==> config.mk <==
export PLATFORM = sky130hd
export DESIGN_NAME = uart_tx_sched_flat
export DESIGN_NICKNAME = d
export VERILOG_FILES = /design/src/rtl/uart_tx_sched_if.sv /design/src/rtl/uart_tx_sched.sv /design/src/flat_wrapper.sv
export SDC_FILE = /design/constraint.sdc
export NUM_CORES = 1
export LEC_CHECK = 0
export BUFFER_PORTS_ARGS = -buffer_cell sky130_fd_sc_hd__buf_2
export CAP_MARGIN = 20
export CELL_PAD_IN_SITES_DETAIL_PLACEMENT = 0
export CELL_PAD_IN_SITES_GLOBAL_PLACEMENT = 2
export CORE_MARGIN = 2
export CORE_UTILIZATION = 31
export CTS_BUF_LIST = sky130_fd_sc_hd__clkbuf_4
export DETAILED_ROUTE_END_ITERATION = 6
export HOLD_SLACK_MARGIN = 0.03
export PLACE_DENSITY_LB_ADDON = 0.15
export SLEW_MARGIN = 5
export SYNTH_ARGS = -nofsm -noshare
export SYNTH_HDL_FRONTEND = slang
export SYNTH_SLANG_ARGS = --single-unit
==> constraint.sdc <==
create_clock -name sys_clk -period 1.85 [get_ports sys_clk]
set_clock_uncertainty 0.05 [all_clocks]
set_input_delay 0.0925 -clock sys_clk [delete_from_list [all_inputs] [get_ports sys_clk]]
set_output_delay 0.0925 -clock sys_clk [all_outputs]
set_load 0.01 [all_outputs]
==> src/rtl/uart_tx_sched_if.sv <==
// uart_tx_sched_if: client request/ack bundle and scheduler status for uart_tx_sched.
interface uart_tx_sched_if;
    logic [1:0] req;
    logic [7:0] data0;
    logic [7:0] data1;
    logic [1:0] ack;
    logic       grant_id;
    logic       busy;
    modport master (output req, data0, data1, input ack, grant_id, busy);
    modport slave (input req, data0, data1, output ack, grant_id, busy);
endinterface

==> src/rtl/uart_tx_sched.sv <==
// uart_tx_sched: two-client round-robin arbiter feeding one 8N1 UART transmitter.
module uart_tx_sched #(
    parameter int CLKS_PER_BIT = 434
) (
    input  logic             sys_clk,
    input  logic             rst,
    uart_tx_sched_if.slave   bus,
    output logic             tx
);
    localparam int CNT_W = $clog2(CLKS_PER_BIT);
    typedef enum logic [1:0] {IDLE, START, DATA, STOP} state_t;
    state_t           state;
    logic [CNT_W-1:0] cnt;
    logic [2:0]       idx;
    logic [7:0]       sh;
    logic             last_served;
    logic             win;
    logic             cnt_end;
    always_comb begin
        win     = (bus.req == 2'b11) ? ~last_served : bus.req[1];
        cnt_end = cnt == CNT_W'(CLKS_PER_BIT - 1);
    end
    always_ff @(posedge sys_clk) begin
        if (rst) begin
            state        <= IDLE;
            cnt          <= '0;
            idx          <= '0;
            sh           <= '0;
            last_served  <= 1'b1;
            tx           <= 1'b1;
            bus.ack      <= '0;
            bus.grant_id <= 1'b0;
            bus.busy     <= 1'b0;
        end else begin
            bus.ack <= '0;
            cnt     <= cnt_end ? '0 : cnt + 1'b1;
            case (state)
                IDLE: begin
                    cnt <= '0;
                    if (|bus.req) begin
                        sh           <= win ? bus.data1 : bus.data0;
                        bus.ack      <= {win, ~win};
                        bus.grant_id <= win;
                        last_served  <= win;
                        bus.busy     <= 1'b1;
                        tx           <= 1'b0;
                        state        <= START;
                    end
                end
                START: if (cnt_end) begin
                    state <= DATA;
                    idx   <= '0;
                    tx    <= sh[0];
                end
                DATA: if (cnt_end) begin
                    // last data bit rolls straight into the stop bit
                    if (idx == 3'd7) begin
                        state <= STOP;
                        tx    <= 1'b1;
                    end else begin
                        idx <= idx + 3'd1;
                        sh  <= sh >> 1;
                        tx  <= sh[1];
                    end
                end
                STOP: if (cnt_end) begin
                    state    <= IDLE;
                    bus.busy <= 1'b0;
                end
            endcase
        end
    end
endmodule

==> src/flat_wrapper.sv <==
// flat-port wrapper written by rule: the top's interface ports become plain ports
module uart_tx_sched_flat 
#(
    parameter int CLKS_PER_BIT = 434
)
  (sys_clk, rst, tx, bus_req, bus_data0, bus_data1, bus_ack, bus_grant_id, bus_busy);
  uart_tx_sched_if bus_i ();
  input  logic sys_clk;
  input  logic rst;
  output logic tx;
  input wire logic [$bits(bus_i.req)-1:0] bus_req;
  input wire logic [$bits(bus_i.data0)-1:0] bus_data0;
  input wire logic [$bits(bus_i.data1)-1:0] bus_data1;
  output wire logic [$bits(bus_i.ack)-1:0] bus_ack;
  output wire logic [$bits(bus_i.grant_id)-1:0] bus_grant_id;
  output wire logic [$bits(bus_i.busy)-1:0] bus_busy;
  assign bus_i.req = bus_req;
  assign bus_i.data0 = bus_data0;
  assign bus_i.data1 = bus_data1;
  assign bus_ack = bus_i.ack;
  assign bus_grant_id = bus_i.grant_id;
  assign bus_busy = bus_i.busy;
  uart_tx_sched #(.CLKS_PER_BIT(CLKS_PER_BIT)) u_core (.sys_clk(sys_clk), .rst(rst), .bus(bus_i), .tx(tx));
endmodule
# After elaboration in Yosys (flattened, before gate mapping)
# Cells that the tools add are included.
# totals
latch_bits	0
mem_bits_rw	0
rom_bits	0
ff_bits	28
memories	0
wordCells	65
# classes
shift	0
muxes	24
add_sub_neg	2
bitwise	4
mul	0
n_reduce_logical	14
eq_ne	12
magnitude_cmp	0
div_mod_pow	0
# op_table
op	count
8-bit 2-to-1 mux	4
8-bit one-hot mux with 2 select lines	1
4-bit AND reduction	3
2-bit 2-to-1 mux	5
2-bit by 1-bit inequality test with 1-bit output, second input constant	5
9-bit by 1-bit adder with 9-bit output, second input constant	1
9-bit equality test, second input constant	1
3-bit 2-to-1 mux	3
2-bit one-hot mux with 4 select lines	1
1-bit 2-to-1 mux	7
2-bit equality test, second input constant	3
3-bit one-hot mux with 2 select lines	1
2-bit nonzero test	3
3-bit OR reduction	2
5-bit AND reduction	1
1-bit NOT	4
3-bit by 1-bit adder with 3-bit output, second input constant	1
3-bit equality test, second input constant	1
1-bit one-hot mux with 3 select lines	1
3-bit AND reduction	1
3-bit nonzero test	1
2-bit by 1-bit equality test with 1-bit output, second input constant	1
2-bit logical NOT	1
2-bit inequality test, second input constant	1
3 further kinds	3

# Longest topological paths before layout
# Gate-level depths: netlist of run 1.
# logic_depth
depth_word	5
mapped_depth	7
mapped_depth_nobuf	6

# Worst setup path before layout of run 1
# No wires, ideal clock.
# synth_path
path_kind	reg2reg
from	register u_core.cnt[0]
to	register u_core.state[0]
t_required_ns	1.684
setup_ns	0.116
synth_period_minus_slack_ns	1.803
path_slack_ns	0.047
n_path_buf	1
arrival_ns	1.637
path_stages_with_launch	7
cell_sequence	dfxtp_1 > ha_1 > nand4b_1 > or4_4 > buf_6 > a2111o_1 > o211a_1
# synth_via
elab_chain_cells	3
# synth_rtl
element	line_no	source
start, declared	uart_tx_sched.sv:13	logic [CNT_W-1:0] cnt;
start signal, assigned	uart_tx_sched.sv:36	cnt <= cnt_end ? '0 : cnt + 1'b1;
9-bit equality test *	uart_tx_sched.sv:21	cnt_end = cnt == CNT_W'(CLKS_PER_BIT - 1);
2-bit by 1-bit inequality test with 1-bit output (no source line)	--	
5-bit AND reduction (no source line) *	--	
end signal, assigned	uart_tx_sched.sv:25	state <= IDLE;
end signal, assigned	uart_tx_sched.sv:47	state <= START;
end signal, assigned	uart_tx_sched.sv:51	state <= DATA;
end, declared	uart_tx_sched.sv:12	state_t state;
# Every way passes the cells marked *; elsewhere a longest branch is shown, timed or not.
# A chain may end at the register's enable or synchronous reset.

# Worst setup path in the final report of run 1
# layout_path
from	register u_core.cnt[1]
to	register u_core.state[0]
# The elaborated chain is that of the path after synthesis.

==> results.py, run 1 <==
metrics = {
    "layout": {
        "final_util_pct": 39.2,
        "layout.cells.non_filler": 259,
        "mostFrequentLayoutCell": "dfxtp_1",
        "fin_nets": 236,
        "layout_common_cells": "dfxtp_1, buf_2, nand2_1, nor2_1",
        "design_area_um2": 1840,
        "fill_cells": 489,
        "synthToLayoutAreaGrowth_pct": 22.5,
        "num_antenna_cells": 0,
        "drive_above_1_share_pct": 24.4,
    },
    "global_route": {
        "grt_first_pass_wirelength_um": 5780,
        "first_global_vias": 1294,
        "antenna_found_initial": 0,
        "gr-total-overflow": 0,
        "grt_max_degree": 30,
        "grt_usage_pct": 13.6,
    },
    "critical_path": {
        "end_kind": "flop",
        "r2r_start": "u_core.cnt[1]",
        "cp-start-kind": "flop",
        "critPathMaxFanout": 7,
        "worstSetupPathType": "reg2reg",
        "worstPathArrival_ns": 1.97,
        "required_ns": 2.05,
        "startpoint": "u_core.cnt[1]",
    },
    "outcome": {
        "outcome": "finished, final reports clean",
    },
    "drt": {
        "wire_per_inst_um": 13.3,
        "drt-vias-per-instance": 5.00,
        "drc": 0,
        "totalWireLength_um": 3440,
        "vias": 1294,
        "drtAntennaViolNets": 0,
        "drt_first_iter_violations": 62,
        "first_pass_iters": 4,
    },
    "logic_synthesis": {
        "synth_top_area_share_pct": 37.3,
        "netlist_instances": 172,
        "async_flop_share_pct": 0,
        "synth_ff_type": "dfxtp_1",
        "synth.area.top_cells": "dfxtp_1, ha_1, mux2i_1",
        "yosys.area.top_type": "dfxtp_1",
        "synth_edf_count": 0,
        "ys_types": 34,
        "netlist_area_um2": 1500,
        "yosysSeqAreaShare_pct": 37.3,
        "syn_nets": 202,
        "postSynthAreaPerCell_um2": 8.73,
        "synth_seq_cells": 28,
        "yosysWarnings": 0,
    },
    "pwr": {
        "power_switching_share_pct": 35.8,
        "power.leakage_nw": 0.776,
        "seq_power_share_pct": 35.2,
        "switchingPower_mw": 0.856,
        "combinationalPowerShare_pct": 47.9,
        "clockPowerShare_pct": 16.9,
        "irDropWorstVdd_mv": 0.407,
        "p_total_mw": 2.39,
        "p_int_mw": 1.54,
        "powerDensity_nw_per_um2": 1300,
    },
    "clock_tree": {
        "clockBufferDepth": 2,
        "cts_tree": "built",
        "htree_levels": 1,
        "numClockSinks": 28,
        "path_clk_slew_ns": 0.15,
        "clock_latency_ns": 0.33,
        "numCtsBuffers": 3,
        "root_buffer": "clkbuf_4",
    },
    "die": {
        "core.rowCount": 25,
        "dieWidth_um": 73.6,
        "coreArea_um2": 4690,
        "fp.dieArea_um2": 5420,
        "start_util_pct": 32.0,
        "ioPinCount": 25,
        "die-height_um": 73.6,
    },
    "place": {
        "placed_cells": 250,
        "port_buffers": 24,
        "gp_congestion": 0.779,
        "post-place-ws_ns": -0.0310,
        "placedInstanceArea_um2": 1720,
        "dp_hpwl_um": 2490,
    },
    "job": {
        "cap_viol_max_count": 0,
    },
    "timing": {
        "tightest_slew_ns": 0.405,
        "relSlewSlack_pct": 72.6,
        "tns_ns": 0,
        "max_freq_mhz": 564,
        "slew_violations": 0,
        "rsz0062_at_grt": "true",
        "setup_ws_ns": 0.0785,
        "fin_hold_ws_ns": 0.0758,
        "setup_violations": 0,
        "hold_violations": 0,
        "fin_crit_ns": 1.77,
        "finalCritPeriodShare_pct": 95.8,
    },
    "min_path": {
        "hold_path.class": "in2reg",
        "worstHoldStart": "bus_data1[5]",
    },
}
## final timing paths
check	end	cells past startpoint	slack [ns]
hold / removal	u_core.sh[5]	3	0.08
hold reg to reg	u_core.sh[3]	2	0.42
setup reg to reg	u_core.state[0]	6	0.08
setup / recovery	u_core.state[0]	6	0.08
## Yosys cell counts, types with 2 or more instances
master,instances
mux2i_1,10
o21ai_0,9
xor2_1,3
nor2_1,15
ha_1,10
o311ai_0,8
nand3_1,3
xnor2_1,4
a21oi_1,13
nand4b_1,2
dfxtp_1,28
nor2b_1,2
or3_1,8
nand2_1,16
inv_1,14
clkbuf_1,7
nand4_1,3
## final cells by class
class | instances | area [um2] | area share, %
Timing Repair Buffer | 37 | 234 | 12.7
Clock inverter | 1 | 30.0 | 1.63
Tap cell | 54 | 67.6 | 3.67
Multi-Input combinational cell | 122 | 870 | 47.3
Inverter | 14 | 52.6 | 2.86
Clock buffer | 3 | 22.5 | 1.22
Sequential cell | 28 | 563 | 30.6
## kinds of logic (layout without fill, tap and decap cells)
group           after synthesis  in the layout  share of synthesized area [%]
compound gates               38             38                           18.1
xor+xnor                      7              7                           4.08
fa+ha+maj                    10             10                           8.33
buf+inv                      22             55                           6.00
flops                        28             28                           37.3
mux                          10             10                           6.67
simple gates                 57             57                           19.5
## power by group through the flow
| stage | clock network, mW | registers, mW | logic [mW] |
|---|---|---|---|
| floorplan | 0 | 0.858 | 0.728 |
| global placement | 0 | 0.844 | 1.03 |
| detailed placement | 0 | 0.851 | 1.05 |
| CTS | 0.424 | 0.837 | 1.12 |
| global route | 0.440 | 0.863 | 1.28 |
| finish | 0.403 | 0.843 | 1.15 |
## layer usage
layer  vias to the layer above  GRT usage (%)  routed length (um)
li1                        678              -                   -
met2                        19           24.0                1680
met4                         0           3.64                  33
met3                         2           2.88                 114
met5                         -              0                   0
met1                       595           16.6                1620
## flip-flops by register name, indices dropped and copies added, names as in the netlist
register             cells
u_core.bus.busy          1
u_core.sh                8
u_core.cnt               9
u_core.tx                1
u_core.state             2
u_core.last_served       1
u_core.bus.grant_id      1
u_core.bus.ack           2
u_core.idx               3
## worst max-delay path, stage by stage (launching register included)
cell and delay (ns):
dfxtp_2 0.35, inv_2 0.06, ha_4 0.11, nand4b_1 0.11, or4_4 0.50, a2111o_1 0.39
o211a_1 0.12
## timing repair
action	CTS	global route
hold buffers	0	0
pin swaps	2	1
endpoints found under the hold margin	0	0
buffers inserted	3	2
resized for setup	2	5
setup endpoints to repair	7	19
cloned	0	0
Note: power is estimated with default switching activity, not from simulation.
==> run 2, diff against run 1 <==
- ABC_AREA: default -> 1
- CORE_UTILIZATION: 31 -> 29
==> run 2 against run 1 <==
  * Cell area increased by 0.48%
  * Total power shrank 5.6%
  * Sequential cell count is the same
  * Critical endpoint is now u_core.sh[2]
  * Largest cell class unchanged
==> results.py, run 2 <==
metrics = {
    "layout": {
        "layout.cells.non_filler": 329,
        "synthToLayoutAreaGrowth_pct": 19.2,
        "fin_nets": 290,
        "drive_above_1_share_pct": 18.9,
        "num_antenna_cells": 0,
        "layout_common_cells": "nand2_1, inv_1, nor2_1, dfxtp_1, buf_2",
        "largest_reg_flops": 9,
        "largest_register": "u_core.cnt",
        "top_regs": "u_core.cnt (9), u_core.sh (8), u_core.idx (3)",
        "mostFrequentLayoutCell": "nand2_1",
    },
    "critical_path": {
        "r2r_end": "u_core.sh[2]",
        "worstSetupPathType": "reg2reg",
        "r2r_cells": 8,
        "worstPathArrival_ns": 1.88,
        "r2r_start": "u_core.state[0]",
        "required_ns": 2.05,
        "cp-start-kind": "flop",
        "end_kind": "flop",
        "r2r_slack_ns": 0.17,
        "critPathMaxFanout": 8,
    },
    "pwr": {
        "power.leakage_nw": 0.927,
        "combinationalPowerShare_pct": 50.6,
        "irDropWorstVdd_mv": 0.441,
        "power_switching_share_pct": 43.6,
        "seq_power_share_pct": 37.3,
        "clockPowerShare_pct": 12.1,
        "switchingPower_mw": 0.985,
        "p_int_mw": 1.27,
        "powerDensity_nw_per_um2": 1220,
    },
    "clock_tree": {
        "post-cts-setup-buffer-count": 0,
        "clockBufferDepth": 2,
        "numClockSinks": 28,
        "path_clk_slew_ns": 0.16,
        "clock_latency_ns": 0.34,
        "root_buffer": "clkbuf_4",
        "htree_levels": 1,
        "cts_tree": "built",
        "numCtsBuffers": 3,
    },
    "timing": {
        "tns_ns": 0,
        "setup_violations": 0,
        "relSlewSlack_pct": 74.9,
        "setup_ws_ns": 0.165,
        "hold_violations": 0,
        "slew_violations": 0,
        "rsz0062_at_grt": "false",
        "finalCritPeriodShare_pct": 91.1,
        "tightest_slew_ns": 0.372,
        "fin_crit_ns": 1.68,
        "max_freq_mhz": 594,
    },
    "die": {
        "coreArea_um2": 5140,
        "core.rowCount": 26,
        "fp.dieArea_um2": 5950,
        "ioPinCount": 25,
        "die-height_um": 77.1,
        "start_util_pct": 30.2,
        "dieWidth_um": 77.1,
    },
    "place": {
        "gp_congestion": 0.741,
        "placed_cells": 322,
        "dp_hpwl_um": 2680,
        "port_buffers": 24,
        "post-place-ws_ns": 0.0713,
    },
    "logic_synthesis": {
        "netlist_instances": 227,
        "yosys.area.top_type": "dfxtp_1",
        "synth_edf_count": 0,
        "synth_seq_cells": 28,
        "ys_types": 28,
        "yosysWarnings": 0,
        "synth.area.top_cells": "dfxtp_1, nand2_1, ha_1",
        "synth_top_area_share_pct": 36.2,
        "yosysSeqAreaShare_pct": 36.2,
        "synth_ff_type": "dfxtp_1",
        "netlist_area_um2": 1550,
        "synth_common_cells": "nand2_1, inv_1, dfxtp_1, nor2_1, a21oi_1",
        "yosysMostFrequentCell": "nand2_1",
        "syn_nets": 257,
        "postSynthAreaPerCell_um2": 6.83,
        "async_flop_share_pct": 0,
    },
    "drt": {
        "drt_first_iter_violations": 43,
        "drt-vias-per-instance": 4.23,
        "totalWireLength_um": 3590,
        "vias": 1392,
        "drc": 0,
        "drtAntennaViolNets": 0,
        "first_pass_iters": 4,
        "wire_per_inst_um": 10.9,
    },
    "job": {
        "cap_viol_max_count": 0,
    },
    "global_route": {
        "grt_usage_pct": 12.1,
        "first_global_vias": 1234,
        "grt_first_pass_wirelength_um": 5820,
        "antenna_found_initial": 0,
        "gr-total-overflow": 0,
        "grt_max_degree": 17,
    },
    "min_path": {
        "hold_path.class": "in2reg",
        "worstHoldStart": "bus_data1[6]",
        "min_path_cells": 5,
        "hold-path-endpoint": "u_core.sh[6]",
    },
    "outcome": {
        "outcome": "finished, final reports clean",
    },
}
==> run 2: critical path, cell delays in order, from the launching register on <==
cell and delay (ns):
dfxtp_2 0.40, inv_1 0.08, ha_1 0.24, inv_1 0.14, nor3_2 0.07, inv_1 0.20, nand4_4 0.20, a21oi_1 0.17
nor2_1 0.05
==> run 2: logic make-up after synthesis <==
kind of cell | Yosys count | share of synthesized area [%]
AOI/OAI and AO/OA | 25 | 8.47
buffers and inverters | 41 | 10.7
and+or+nand+nor | 121 | 35.5
adders and majority gates | 10 | 8.07
xor gates and xnor gates | 2 | 1.13
DFF | 28 | 36.2
==> run 2: per-stage QoR <==
stage                     utilization (%)  hold slack, ns  power [mW]  cell area, um2
after floorplan                         -           0.112        1.69            1550
after global placement               34.5           0.300        1.96            1770
after detailed placement             34.5           0.300        1.95            1770
after CTS                            35.4          0.0333        2.23            1820
after global routing                 36.0          0.0681        2.49            1850
final                                36.0          0.0392        2.26            1850
==> run 2: per-layer routing <==
metal  GRT usage, %  up-vias  routed length [um]
met4           4.29        0                  45
li1               -      775                   -
met2           17.9       15                1500
met5              0        -                   0
met1           17.9      598                1940
met3           1.65        4                 103
==> run 2: timing repair <==
| item | 4_1_cts | 5_1_grt |
|---|---|---|
| endpoints found under the setup margin | 0 | 11 |
| gates resized for setup | 0 | 4 |
| endpoints found under the hold margin | 4 | 0 |
| hold buffers | 2 | 0 |
==> run 2: worst max path at each step <==
stage | start | to | slack, ns | cells after the start
after floorplan | u_core.state[0] | u_core.sh[7] | 0.25 | 10
after global placement | u_core.state[1] | u_core.sh[3] | 0.10 | 8
after detailed placement | u_core.state[0] | u_core.sh[1] | 0.07 | 8
after CTS | u_core.state[0] | u_core.sh[2] | 0.05 | 8
after global routing | u_core.state[0] | u_core.sh[6] | 0.01 | 9
final | u_core.state[0] | u_core.sh[2] | 0.17 | 8
==> run 2: final cells by class <==
cell class                 count  area [um2]
timing repair buffer          32         185
inverter                      36         135
tap                           70        87.6
multi-input combinational    159         851
sequential                    28         563
fill                         603        3290
clock inverter                 1        3.75
clock buffer                   3        22.5
==> run 2: power groups by stage <==
| stage | Sequential (mW) | Combinational, mW | Clock, mW |
|---|---|---|---|
| detailed placement | 0.854 | 1.09 | 0 |
| finish | 0.842 | 1.14 | 0.273 |
| global placement | 0.858 | 1.10 | 0 |
| global route | 0.863 | 1.32 | 0.312 |
| floorplan | 0.851 | 0.844 | 0 |
| CTS | 0.840 | 1.10 | 0.288 |
==> run 3, diff against run 2 <==
- CORE_ASPECT_RATIO: default -> 0.75
- CORE_UTILIZATION: 29 -> 32
- clock period: 1.85 -> 1.9 ns (I/O delays scaled with it)
==> run 3 against run 2 <==
  * Maximum frequency down 2.1%
  * Clock power decreased by 2%
  * Register-to-register slack is essentially flat
  * Global-route usage rose by 1.6 points
  * Sequential power fell by 4.0%
  * Setup slack improved by 0.014 ns
  * Largest power group unchanged
==> results.py, run 3 (synthesized netlist as in run 2, its figures left out) <==
metrics = {
    "outcome": {
        "outcome": "finished, final reports clean",
    },
    "global_route": {
        "antenna_found_initial": 0,
        "grt_usage_pct": 13.7,
        "grt_first_pass_wirelength_um": 6070,
        "use_met3_pct": 3.23,
        "gr-total-overflow": 0,
        "first_global_vias": 1262,
        "use_met1_pct": 21.3,
        "use_met2_pct": 18.9,
        "top_usage_layer": "met1",
        "grt_max_degree": 17,
    },
    "critical_path": {
        "worstPathArrival_ns": 1.94,
        "slowest_delay_ns": 0.44,
        "worst-path-buf-inv": 3,
        "cp.depth": 8,
        "endpoint": "u_core.idx[1]",
        "cp-start-kind": "flop",
        "r2r_slack_ns": 0.18,
        "cpMaxStageDelayCell": "dfxtp_1",
        "r2r_end": "u_core.idx[1]",
        "startpoint": "u_core.state[0]",
        "r2r_cells": 8,
        "critPathMaxFanout": 6,
        "worstSetupPathType": "reg2reg",
        "crit_family": "flip-flops",
        "path_cells": "inv_1, ha_1, nand2_1, o2111ai_1, buf_4, nand2_1, inv_1, nor3_1",
        "end_kind": "flop",
        "required_ns": 2.12,
        "r2r_start": "u_core.state[0]",
    },
    "pwr": {
        "p_int_mw": 1.25,
        "clockPowerShare_pct": 12.1,
        "combinationalPowerShare_pct": 51.2,
        "seq_power_share_pct": 36.7,
        "irDropWorstVdd_mv": 0.401,
        "powerDensity_nw_per_um2": 1200,
        "switchingPower_mw": 0.955,
        "power.leakage_nw": 0.932,
        "power_switching_share_pct": 43.4,
    },
    "die": {
        "coreArea_um2": 4570,
        "die-height_um": 64.3,
        "fp.dieArea_um2": 5420,
        "core.rowCount": 21,
        "ioPinCount": 25,
        "dieWidth_um": 84.4,
        "start_util_pct": 33.9,
    },
    "drt": {
        "totalWireLength_um": 3530,
        "first_pass_iters": 4,
        "drt_first_iter_violations": 47,
        "wire_per_inst_um": 11.1,
        "drt-vias-per-instance": 4.42,
        "drtAntennaViolNets": 0,
        "drc": 0,
        "vias": 1402,
    },
    "timing": {
        "slew_violations": 0,
        "rsz0062_at_grt": "false",
        "hold_violations": 0,
        "relSlewSlack_pct": 77.0,
        "tns_ns": 0,
        "tightest_slew_ns": 0.343,
        "finalCritPeriodShare_pct": 90.6,
        "setup_violations": 0,
        "max_freq_mhz": 581,
        "fin_hold_ws_ns": 0.0389,
        "fin_crit_ns": 1.72,
    },
    "clock_tree": {
        "clockBufferDepth": 2,
        "htree_levels": 1,
        "path_clk_slew_ns": 0.16,
        "root_buffer": "clkbuf_4",
        "numCtsBuffers": 3,
        "clock_latency_ns": 0.34,
        "cts_tree": "built",
        "post-cts-setup-buffer-count": 0,
        "numClockSinks": 28,
    },
    "layout": {
        "top_regs": "u_core.cnt (9), u_core.sh (8), u_core.idx (3)",
        "largest_register": "u_core.cnt",
        "num_antenna_cells": 0,
        "design_area_um2": 1840,
        "layout_common_cells": "nand2_1, inv_1, nor2_1, dfxtp_1, buf_2",
        "seqCellArea_um2": 561,
        "drive_above_1_share_pct": 18.8,
        "multi_input_area_um2": 850,
        "fill_cells": 499,
        "synthToLayoutAreaGrowth_pct": 18.4,
        "fin_nets": 291,
        "largest_reg_flops": 9,
        "mostFrequentLayoutCell": "nand2_1",
    },
    "min_path": {
        "hold_path.class": "in2reg",
    },
    "job": {
        "cap_viol_max_count": 0,
    },
    "place": {
        "port_buffers": 24,
        "dp_hpwl_um": 2570,
        "gp_congestion": 0.791,
        "placedInstanceArea_um2": 1760,
    },
}
-- run 3: worst min-delay path by stage --
stage                      start                  end  slack, ns  depth (start not counted)
detailed placement           rst  u_core.bus.grant_id       0.30                          2
floorplan                    rst  u_core.bus.grant_id       0.11                          1
CTS                 bus_data1[6]         u_core.sh[6]       0.03                          5
finish              bus_data1[2]         u_core.sh[2]       0.04                          5
global route        bus_data1[1]         u_core.sh[1]       0.07                          5
global placement             rst  u_core.bus.grant_id       0.31                          2
-- run 3: layout make-up --
class	count	area share [%]
clock buffers	3	1.23
well taps	57	3.89
flip-flops and latches	28	30.5
repair buffers	33	10.5
clock inverters	1	0.204
inverters	36	7.36
multi-input cells	159	46.3
-- run 3: stage by stage --
| stage | total power, mW | setup slack [ns] | util (%) | cells |
|---|---|---|---|---|
| after floorplan | 1.65 | 0.301 | - | 227 |
| after global placement | 1.91 | 0.197 | 38.6 | 310 |
| after detailed placement | 1.89 | 0.155 | 38.6 | 310 |
| after CTS | 2.17 | 0.133 | 39.6 | 316 |
| after global routing | 2.46 | 0.0253 | 40.1 | 317 |
| final | 2.20 | 0.179 | 40.1 | 317 |
-- run 3: power by group through the flow --
stage                     Clock [mW]  Combinational [mW]  Sequential, mW
final                          0.267                1.13           0.808
after detailed placement           0                1.07           0.822
after global routing           0.302                1.33           0.831
after global placement             0                1.09           0.824
after floorplan                    0               0.822           0.828
after CTS                      0.282                1.08           0.808
-- run 3: layer usage --
layer / vias to the layer above / routed length, um
met5: - / 0
met4: 0 / 18
met3: 2 / 161
met2: 32 / 1290
met1: 586 / 2060
li1: 782 / -
-- run 3: timing repair --
item                                    4_1_cts  5_1_grt
endpoints found under the setup margin        0        7
endpoints found under the hold margin         4        0
gates resized for setup                       0        3
hold buffers                                  2        0
-- run 3: worst register-to-register path: cells and delay by family, from the launching register on --
family                   cells  cell delay [ns]
buffers and inverters        3             0.32
AND/OR/NAND/NOR              3             0.44
AO/OA/AOI/OAI                1             0.16
adder cells (fa/ha/maj)      1             0.25
flip-flops                   1             0.44
